## config.mk

```make
export PLATFORM = sky130hd
export DESIGN_NAME = mux_rr_sel_scheduler
export DESIGN_NICKNAME = d
export VERILOG_FILES = /design/src/rtl/mux_rr_sel_scheduler.sv
export SDC_FILE = /design/constraint.sdc
export NUM_CORES = 1
export LEC_CHECK = 0
export ABC_AREA = 1
export BUFFER_PORTS_ARGS = -buffer_cell sky130_fd_sc_hd__buf_2
export CORE_ASPECT_RATIO = 0.9
export CORE_UTILIZATION = 56
export CTS_CLUSTER_SIZE = 30
export DETAILED_ROUTE_END_ITERATION = 8
export GPL_ROUTABILITY_DRIVEN = 1
export PLACE_DENSITY = 0.77
export SETUP_SLACK_MARGIN = 0.02
export SLEW_MARGIN = 20
export SYNTH_ARGS = -nofsm -noshare
export SYNTH_HDL_FRONTEND = slang
export SYNTH_SLANG_ARGS = --single-unit
```

## constraint.sdc

```tcl
create_clock -name clk -period 2.7 [get_ports clk]
set_input_delay 0 -clock clk [delete_from_list [all_inputs] [get_ports clk]]
set_output_delay 0 -clock clk [all_outputs]
set_load 0.05 [all_outputs]
```

## src/rtl/mux_rr_sel_scheduler.sv

```systemverilog
// Round-robin scheduler sharing one 8:1 data mux between 8 requesters.
// Drives a registered one-hot grant and matching mux select. Each grant is
// bounded by a maximum hold time. Between owners the scheduler inserts
// DEAD_CYC idle cycles so the mux output never changes source mid-sample.
module mux_rr_sel_scheduler #(
  parameter int N_REQ    = 8,
  parameter int SEL_W    = 3,
  parameter int MAX_HOLD = 16,
  parameter int DEAD_CYC = 1
) (
  input  logic             clk,
  input  logic             rst_n,
  input  logic             en,
  input  logic [N_REQ-1:0] req,
  output logic [N_REQ-1:0] gnt,
  output logic [SEL_W-1:0] sel,
  output logic             sel_vld,
  output logic             busy
);

  typedef enum logic [1:0] {
    S_IDLE  = 2'd0,
    S_GRANT = 2'd1,
    S_GAP   = 2'd2
  } state_t;

  state_t             state_q, state_d;
  logic [N_REQ-1:0]   gnt_q, gnt_d;
  logic [SEL_W-1:0]   sel_q, sel_d;
  logic [SEL_W-1:0]   ptr_q, ptr_d;
  logic [7:0]         hold_q, hold_d;
  logic [3:0]         gap_q, gap_d;

  logic               do_arb;
  logic [SEL_W-1:0]   arb_ptr;
  logic [SEL_W:0]     pick;
  logic               rel;
  logic [7:0]         hold_inc;

  // Returns {found, index} of the first set request at or after p, wrapping
  // modulo N_REQ via the natural overflow of the SEL_W-bit index. Scanning
  // from the farthest offset down lets the nearest candidate win.
  function automatic logic [SEL_W:0] rr_pick(input logic [N_REQ-1:0] r,
                                             input logic [SEL_W-1:0] p);
    logic [SEL_W:0]   res;
    logic [SEL_W-1:0] idx;
    res = '0;
    for (int k = N_REQ - 1; k >= 0; k--) begin
      idx = p + SEL_W'(k);
      if (r[idx]) res = {1'b1, idx};
    end
    return res;
  endfunction

  // State and datapath registers; reset drops the grant immediately.
  always_ff @(posedge clk or negedge rst_n) begin
    if (!rst_n) begin
      state_q <= S_IDLE;
      gnt_q   <= '0;
      sel_q   <= '0;
      ptr_q   <= '0;
      hold_q  <= '0;
      gap_q   <= '0;
    end else begin
      state_q <= state_d;
      gnt_q   <= gnt_d;
      sel_q   <= sel_d;
      ptr_q   <= ptr_d;
      hold_q  <= hold_d;
      gap_q   <= gap_d;
    end
  end

  // Next-state logic: hold/release the current owner, count the dead gap,
  // and arbitrate from the round-robin pointer whenever a new owner may start.
  always_comb begin
    state_d  = state_q;
    gnt_d    = gnt_q;
    sel_d    = sel_q;
    ptr_d    = ptr_q;
    hold_d   = hold_q;
    gap_d    = gap_q;
    do_arb   = 1'b0;
    arb_ptr  = ptr_q;
    hold_inc = (hold_q == 8'hFF) ? hold_q : hold_q + 8'd1;
    rel      = !req[sel_q] || ((MAX_HOLD != 0) && (hold_q == 8'(MAX_HOLD)));

    case (state_q)
      S_IDLE: begin
        do_arb = 1'b1;
      end
      S_GRANT: begin
        if (rel) begin
          ptr_d = sel_q + SEL_W'(1);
          gnt_d = '0;
          if (DEAD_CYC > 0) begin
            state_d = S_GAP;
            gap_d   = 4'(DEAD_CYC);
          end else begin
            // Back-to-back handover: arbitrate from the freshly advanced pointer.
            do_arb  = 1'b1;
            arb_ptr = sel_q + SEL_W'(1);
          end
        end else begin
          hold_d = hold_inc;
        end
      end
      S_GAP: begin
        // The last gap cycle already arbitrates, so exactly DEAD_CYC idle cycles appear.
        if (gap_q <= 4'd1) begin
          do_arb = 1'b1;
        end else begin
          gap_d = gap_q - 4'd1;
        end
      end
      default: begin
        state_d = S_IDLE;
        gnt_d   = '0;
      end
    endcase

    pick = rr_pick(req, arb_ptr);

    if (do_arb) begin
      gap_d = '0;
      if (en && pick[SEL_W]) begin
        state_d              = S_GRANT;
        gnt_d                = '0;
        gnt_d[pick[SEL_W-1:0]] = 1'b1;
        sel_d                = pick[SEL_W-1:0];
        hold_d               = 8'd1;
      end else begin
        state_d = S_IDLE;
        gnt_d   = '0;
      end
    end
  end

  // Output decode: the mux select is valid exactly while a grant is held.
  always_comb begin
    gnt     = gnt_q;
    sel     = sel_q;
    sel_vld = |gnt_q;
    busy    = (state_q != S_IDLE);
  end

endmodule
```

# Word-level counts from Yosys, hierarchy flattened
# Index checks and enable logic that the tools add are counted.
[classes]
n_addsub = 10
magnitude_cmp = 12
eq_ne = 7
mux = 47
n_reduce_logical = 13
[ops]
columns = ["operator", "count"]
rows = [
  ["$mux 8", 8],
  ["$mux 4", 11],
  ["$lt 3x4->1 const B", 10],
  ["$bmux 1 s3", 9],
  ["$pmux 8 s2", 1],
  ["$add 3x3->3 const B", 4],
  ["$mux 1", 12],
  ["$add 8x1->8 const B", 1],
  ["$eq 8x5->1 const B", 1],
  ["$eq 8x8->1 const B", 1],
  ["$pmux 4 s2", 1],
  ["$reduce_or 8->1", 1],
  ["$add 3x1->3 const B", 2],
  ["$add 3x2->3 const B", 2],
  ["$ne 3x3->1 const B", 2],
  ["$reduce_and 2->1", 3],
  ["$le 4x1->1 const B", 1],
  ["$mux 2", 2],
  ["$pmux 2 s2", 1],
  ["$sub 4x1->4 const B", 1],
  ["$demux 1 s3", 1],
  ["$ge 3x1->1 const B", 1],
  ["$reduce_and 3->1", 1],
  ["$reduce_bool 3->1", 1],
  ["10 further kinds", 11],
]
[word_totals]
register_bits = 28
inputBits = 11

# Logic depth before layout (Yosys ltp)
# Gate-level depths: netlist of the first run.
[depth]
depth_word = 17
depth_mapped = 20

# Worst setup path after synthesis of the first run
# Ideal clock, no wire load.
[synth_timing]
path_type = "flip-flop to flip-flop"
from = "register ptr_q[0]"
to = "register hold_q[6]"
setup_ns = 0.073
arrival_ns = 2.204
required_ns = 2.627
slack_ns = 0.422
stages_incl_launch_ff = 18
n_path_buf = 4
period_less_slack_ns = 2.278
cell_sequence = "dfrtp_1 -> buf_6 -> inv_4 -> buf_6 -> ha_1 -> buf_2 -> inv_2 -> nand3_1 -> nand3_2 -> nand2_2 -> nor2_2 -> nand3_2 -> nor3_2 -> nor2_1 -> nand2_4 -> buf_6 -> nand2_1 -> a21oi_2"
[synth_between]
elab_chain_cells = 14
elab_cells_between_ends = 34
cone_classes = "7 x add/sub; 26 x mux; 1 x reduce/logical"
[synth_rtl]
columns = ["element", "line_no", "text"]
rows = [
  ["from (decl)", "30", "logic [SEL_W-1:0] ptr_q, ptr_d;"],
  ["from (signal assigned)", "68", "ptr_q <= ptr_d;"],
  ["$add 3x3->3", "49", "idx = p + SEL_W'(k);"],
  ["$bmux 1 s3", "50", "if (r[idx]) res = {1'b1, idx};"],
  ["$mux 1 (implied by the code)", "50", ""],
  ["$mux 4 (7 in series)", "50", ""],
  ["$mux 4 (*)", "50", ""],
  ["$logic_and 1x1->1 (*)", "126", "if (en && pick[SEL_W]) begin"],
  ["$mux 8 (*)", "126", ""],
  ["$mux 8 (*)", "124", "if (do_arb) begin"],
  ["via hold_d[6]", "31", "logic [7:0] hold_q, hold_d;"],
  ["to (signal assigned)", "69", "hold_q <= hold_d;"],
  ["to (decl)", "31", ""],
]
# Mark *: on every way through the listed nets, which the timed path passes. The rest lies on a longest branch. The select of a mux whose other input is x is not followed.
# A chain may end at the register's enable or synchronous reset.

# Worst setup path after layout of the first run
[layout_timing]
from = "register ptr_q[1]"
to = "register gnt_q[2] (netlist: gnt[2])"
[layout_between]
elab_chain_cells = 17
elab_cells_between_ends = 39
cone_classes = "7 x add/sub; 2 x order compare; 28 x mux; 2 x reduce/logical"
[layout_rtl]
columns = ["element", "line_no", "text"]
rows = [
  ["$add 3x3->3", "49", ""],
  ["$bmux 1 s3", "50", ""],
  ["$mux 1 (implied by the code)", "50", ""],
  ["$mux 4 (7 in series)", "50", ""],
  ["$mux 4 (*)", "50", ""],
  ["$lt 3x4->1 (implied by the code) or $ge 3x1->1 (tied branches)", "129", "gnt_d[pick[SEL_W-1:0]] = 1'b1;"],
  ["$logic_and 1x1->1 (implied by the code)", "129", ""],
  ["$mux 1 (implied by the code)", "129", ""],
  ["$demux 1 s3", "129", ""],
  ["$mux 8 (*)", "126", ""],
  ["$mux 8 (*)", "124", ""],
  ["to (signal assigned)", "66", "gnt_q <= gnt_d;"],
  ["to (decl)", "28", "logic [N_REQ-1:0] gnt_q, gnt_d;"],
]
# Every way passes the cells marked *; elsewhere a longest branch is shown, timed or not. The select of a mux whose other input is x is not followed.

==> results of run 1 <==
==> registers in the layout, summed over array words and instances (netlist names) <==
register	cells
gnt	8
gap_q	4
hold_q	8
state_q	2
ptr_q	3
sel	3
==> how the worst max path moves through the flow <==
stage,start,to,slack [ns],cells after the start
after detailed placement,ptr_q[1]$_DFFE_PN0P_,gnt[2]$_DFFE_PN0P_,0.37,14
after CTS,ptr_q[1]$_DFFE_PN0P_,gnt[2]$_DFFE_PN0P_,0.34,14
after global routing,ptr_q[1]$_DFFE_PN0P_,gnt[7]$_DFFE_PN0P_,0.13,14
after floorplan,ptr_q[0]$_DFFE_PN0P_,hold_q[6]$_DFF_PN0_,0.42,17
after global placement,ptr_q[1]$_DFFE_PN0P_,gnt[0]$_DFFE_PN0P_,0.47,14
final,ptr_q[1]$_DFFE_PN0P_,gnt[2]$_DFFE_PN0P_,0.35,14
==> stage by stage <==
stage | hold WS [ns] | instance area (um2) | worst slack [ns] | utilization | cells
3_3_place_gp | 0.04127 | 2337 | 0.4683 | 0.6264 | 380
2_1_floorplan | -0.2956 | 2196 | 0.4225 | - | 314
3_5_place_dp | 0.05366 | 2337 | 0.3741 | 0.6264 | 380
6_report | 0.1861 | 2419 | 0.3461 | 0.6482 | 385
5_1_grt | 0.2368 | 2419 | 0.1323 | 0.6482 | 385
4_1_cts | 0.1905 | 2419 | 0.3443 | 0.6482 | 385
==> worst min-delay path: stages <==
cell and delay [ns]:
buf_2 0.09, inv_1 0.05, nor2_1 0.06, nand2_4 0.16
nand2_1 0.07
==> repair_timing <==
| action | in CTS | in global routing |
|---|---|---|
| buffers inserted | 0 | 0 |
| hold endpoints to repair | 28 | 0 |
| hold buffers | 1 | 0 |
==> per-layer routing <==
layer	track usage	vias to the layer above	wire length [um]
met3	0.04259	7	278
met4	0.05655	0	41
met5	0	-	0
met1	0.3975	941	2481
li1	-	1072	-
met2	0.3543	63	2009
==> area by class of cell <==
type / count / area [um2] / share of cell area
inverters: 42 / 162.7 / 0.06725
flip-flops and latches: 28 / 700.7 / 0.2897
repair buffers: 27 / 147.6 / 0.06105
clock buffers: 3 / 41.29 / 0.01707
clock inverters: 1 / 30.03 / 0.01242
well taps: 46 / 57.56 / 0.02380
multi-input cells: 238 / 1279 / 0.5287
==> cell families after synthesis <==
kind of cell	synth area share
xor gates and xnor gates	0.01995
buffers and inverters	0.09857
AOI/OAI and AO/OA	0.1094
and+or+nand+nor	0.4131
adders and majority gates	0.03988
DFF	0.3191
==> layout by cell type, fill, tap and decap left out, types with 8 or more instances in the layout <==
cell type	netlist	layout
buf_2	1	23
inv_1	32	32
dfrtp_1	28	28
o21ai_0	11	11
nor2_1	16	16
nand2_2	9	9
nand3_1	42	42
nand3_2	9	9
inv_2	8	8
a21oi_1	10	10
nand2_1	89	89
==> results.yml, run 1 <==
hold_path:
  hp-class: "in2reg"
  min_to: "state_q[0]$_DFFE_PN0P_"
  hp-start: "en"
  holdPathStages: 5
floorplanning:
  die_y_um: 61.41
  core.rowCount: 21
  initial_core_util: 0.5885
  pin_count: 24
  die_x_um: 68.01
  die-area_mm2: 0.004176
  core_area_mm2: 0.003731
global_routing:
  antenna_found_initial: 0
  grt_overflow: 0
  grt_max_degree: 29
  first_global_vias: 1716
  grt_pass1_wl_um: 7886
  grt_usage: 0.2525
cts:
  clock-root-buffer: "clkbuf_8"
  cts.sinks: 28
  clk_pin_slew_ns: 0.10
  cts_tree: "done"
  cts_made_buffers: 3
  clkLatencyLatePin_ns: 0.28
  clk_path_buf_depth: 2
  cts_resized: 0
  htreeDepth: 1
setup_path:
  worstSetupPathType: "reg2reg"
  path_cells: "inv_2 > ha_1 > inv_2 > nand3_1 > nand3_1 > nand2_1 > inv_2 > nand3_2 > nor3_2 > nor2_1 > nand2_4 > nor2_4 > nand3_1 > nand2_1"
  critPathRequiredTime_ns: 2.93
  r2r_cells: 14
  worst_ep_arrival_time_ns: 2.58
  crit_path_max_fanout: 13
  critPathLaunchType: "register"
  slowest_delay_ns: 0.47
  end_kind: "register"
  timing.rr.start: "ptr_q[1]$_DFFE_PN0P_"
  ff2ff_setup_slack_ns: 0.35
  critPathSlowestCell: "ha_1"
  critPathTopFamily: "simple AND/OR/NAND/NOR gates"
  cp_num_buf_inv: 3
  reg2reg_to: "gnt[2]$_DFFE_PN0P_"
sta:
  final-setup-viol-count: 0
  rsz0062_at_grt: "false"
  period_needed_ns: 2.354
  tightest_slew_ns: 0.6232
  finClkSkew_ns: 0.002690
  period_share: 0.8718
  fmax_mhz: 424.8
  maxSlewHeadroom: 0.5845
  tns_ns: 0
  finalHoldViolCount: 0
  maxSlewViolCount: 0
status:
  status: "finished clean"
yosys:
  yosysWarnings: 0
  synth_cells: 314
  mappedNetlistArea_mm2: 0.002196
  ys_ff_latch: 28
  netlist.area_leader.share: 0.3191
  synth.most_common_cell: "nand2_1"
  synth.distinct_cells: 34
  yosys-top-cells-area: "dfrtp_1 (32%), nand2_1 (15%), nand3_1 (9.6%)"
  syn_avg_cell_area_um2: 6.993
  synth_nets: 332
  yosysSeqAreaShare: 0.3191
  synth_edf_count: 0
  synth_top_cells_by_count: "nand2_1 (89), nand3_1 (42), inv_1 (32), dfrtp_1 (28), nor2_1 (16)"
  async_reset_ff_frac: 1.000
  yosysTopAreaCell: "dfrtp_1"
  ys.flop_type: "dfrtp_1"
job:
  drv_cap: 0
drt:
  drt_wl_total_um: 4810
  detail-route-antenna-nets: 0
  drc: 0
  vias: 2083
  post_drt_wl_per_cell_um: 12.49
  drt-initial-drc-count: 130
  dr.pass1.iters: 4
  vias_per_cell: 5.410
finish:
  diodes: 0
  fin_nets: 358
  fillCellCount: 348
  area_delta_synth_final_pct: 10.14
  drive_gt1_frac: 0.2212
place:
  dp_hpwl_um: 3781
  globalplace.congestion: 0.9840
  io_buffers: 23
Power of run 1 is not shown: default switching activity piles up to over one toggle a cycle in this logic, so the estimate is an artifact.
==> run 2: changes to the inputs <==
Settings changed: BUFFER_PORTS_ARGS -buffer_cell sky130_fd_sc_hd__buf_2 to default, DONT_BUFFER_PORTS from default to 1, PLACE_DENSITY 0.77 to 0.71.
==> run 2 against run 1 <==
Compared with the run above:
- hold slack got worse by 0.099 ns
- non-clock buffer count decreased by 19
- final cell count decreased by 4.9%
- clock skew increased by 0.0060 ns
- sequential share of layout area increased by 0.90 points
- flip-flop and latch count unchanged
- cell area decreased by 3.0%
- die area unchanged
- largest cell class unchanged
==> results.yml, run 2 (synthesized netlist as in run 1, its figures left out) <==
finish:
  drive_gt1_frac: 0.1750
  fin_nets: 339
  area_delta_synth_final_pct: 6.838
  layout_commonest_cell: "nand2_1"
  mostFrequentLayoutCells: "nand2_1 (89), nand3_1 (42), inv_1 (32)"
  diodes: 0
drt:
  post_drt_wl_per_cell_um: 13.10
  drt_wl_total_um: 4794
  vias_per_cell: 5.440
  drc: 0
  vias: 1991
  detail-route-antenna-nets: 0
  dr.pass1.iters: 4
  drt-initial-drc-count: 103
sta:
  maxSlewHeadroom: 0.6403
  fmax_mhz: 428.3
  tightest_slew_ns: 0.5396
  maxSlewViolCount: 0
  period_share: 0.8648
  period_needed_ns: 2.335
  finalHoldViolCount: 0
  tns_ns: 0
  rsz0062_at_grt: "false"
  finClkSkew_ns: 0.008664
  final-setup-viol-count: 0
global_routing:
  grt_usage: 0.2528
  grt_max_degree: 29
  antenna_found_initial: 0
  first_global_vias: 1723
  grt_overflow: 0
  grt_pass1_wl_um: 7803
setup_path:
  crit_path_max_fanout: 13
  path_cells: "inv_2 > ha_1 > inv_2 > nand3_1 > nand3_1 > nand2_1 > inv_2 > nand3_2 > nor3_2 > nor2_1 > nand2_4 > nor2_4 > nand3_1 > nand2_1"
  worst_ep_arrival_time_ns: 2.57
  critPathTopFamily: "simple AND/OR/NAND/NOR gates"
  cp_num_buf_inv: 3
  worstSetupPathDepth: 14
  worstSetupPathType: "reg2reg"
  slowest_delay_ns: 0.47
  end_kind: "register"
  critPathSlowestCell: "ha_1"
  critPathLaunchType: "register"
  r2r_cells: 14
  critPathRequiredTime_ns: 2.93
  ff2ff_setup_slack_ns: 0.37
cts:
  cts.sinks: 28
  cts_resized: 0
  clkLatencyLatePin_ns: 0.28
  htreeDepth: 1
  cts_made_buffers: 3
  cts_setup_buffers: 0
  clk_pin_slew_ns: 0.10
  cts_tree: "done"
  clock-root-buffer: "clkbuf_8"
  clk_path_buf_depth: 2
floorplanning:
  die_x_um: 68.01
  pin_count: 24
  initial_core_util: 0.5885
  die-area_mm2: 0.004176
  core_area_mm2: 0.003731
  die_y_um: 61.41
  core.rowCount: 21
place:
  globalplace.congestion: 0.9379
  dp_hpwl_um: 3728
  io_buffers: 0
hold_path:
  holdPathStages: 4
  hp-class: "in2reg"
job:
  drv_cap: 0
status:
  status: "finished clean"
## run 2: cell type report
type                            count  area [um2]
Clock inverter                      1       30.03
Multi-Input combinational cell    238        1279
Timing Repair Buffer                8       75.07
Fill cell                         334        1385
Inverter                           42       162.7
Tap cell                           46       57.56
Sequential cell                    28       700.7
Clock buffer                        3       41.29
## run 2: per-stage QoR
step / hold slack (ns) / setup WS (ns) / instances / util / instance area (um2)
after floorplan: -0.2956 / 0.4225 / 314 / - / 2196
after global placement: -0.2951 / 0.4396 / 360 / 0.6016 / 2245
after detailed placement: -0.2951 / 0.3891 / 360 / 0.6016 / 2245
after CTS: 0.07729 / 0.3565 / 366 / 0.6288 / 2346
after global routing: 0.1079 / 0.1037 / 366 / 0.6288 / 2346
final: 0.08668 / 0.3651 / 366 / 0.6288 / 2346
## run 2: metal layers
metal,track usage,share of wire,vias up
met5,0,0,-
met4,0.04762,0.0092,0
met3,0.05370,0.065,7
met2,0.3711,0.41,64
met1,0.3816,0.52,880
li1,-,-,1040
## run 2: path summary, 6_finish.rpt
path	from	end
worst max-delay path	ptr_q[1]$_DFFE_PN0P_	gnt[6]$_DFFE_PN0P_
worst min-delay path	en	state_q[0]$_DFFE_PN0P_
worst max register to register	ptr_q[1]$_DFFE_PN0P_	gnt[6]$_DFFE_PN0P_
worst min register to register	gap_q[1]$_DFFE_PN0P_	gap_q[1]$_DFFE_PN0P_
max in group asynchronous	rst_n	hold_q[3]$_DFF_PN0_
min in group asynchronous	rst_n	gnt[2]$_DFFE_PN0P_
## run 2: worst register-to-register path, stage by stage (launching register included)
cell and delay, ns:
dfrtp_1 0.37, inv_2 0.09, ha_1 0.47, inv_2 0.12, nand3_1 0.14, nand3_1 0.10
nand2_1 0.15, inv_2 0.06, nand3_2 0.08, nor3_2 0.04, nor2_1 0.16, nand2_4 0.16
nor2_4 0.19, nand3_1 0.11, nand2_1 0.07
## run 2: repair_timing
action                                  4_1_cts  5_1_grt
endpoints found under the setup margin        0        0
hold buffers                                  2        0
endpoints found under the hold margin        28        0
Power of run 2 is left out for the same reason.
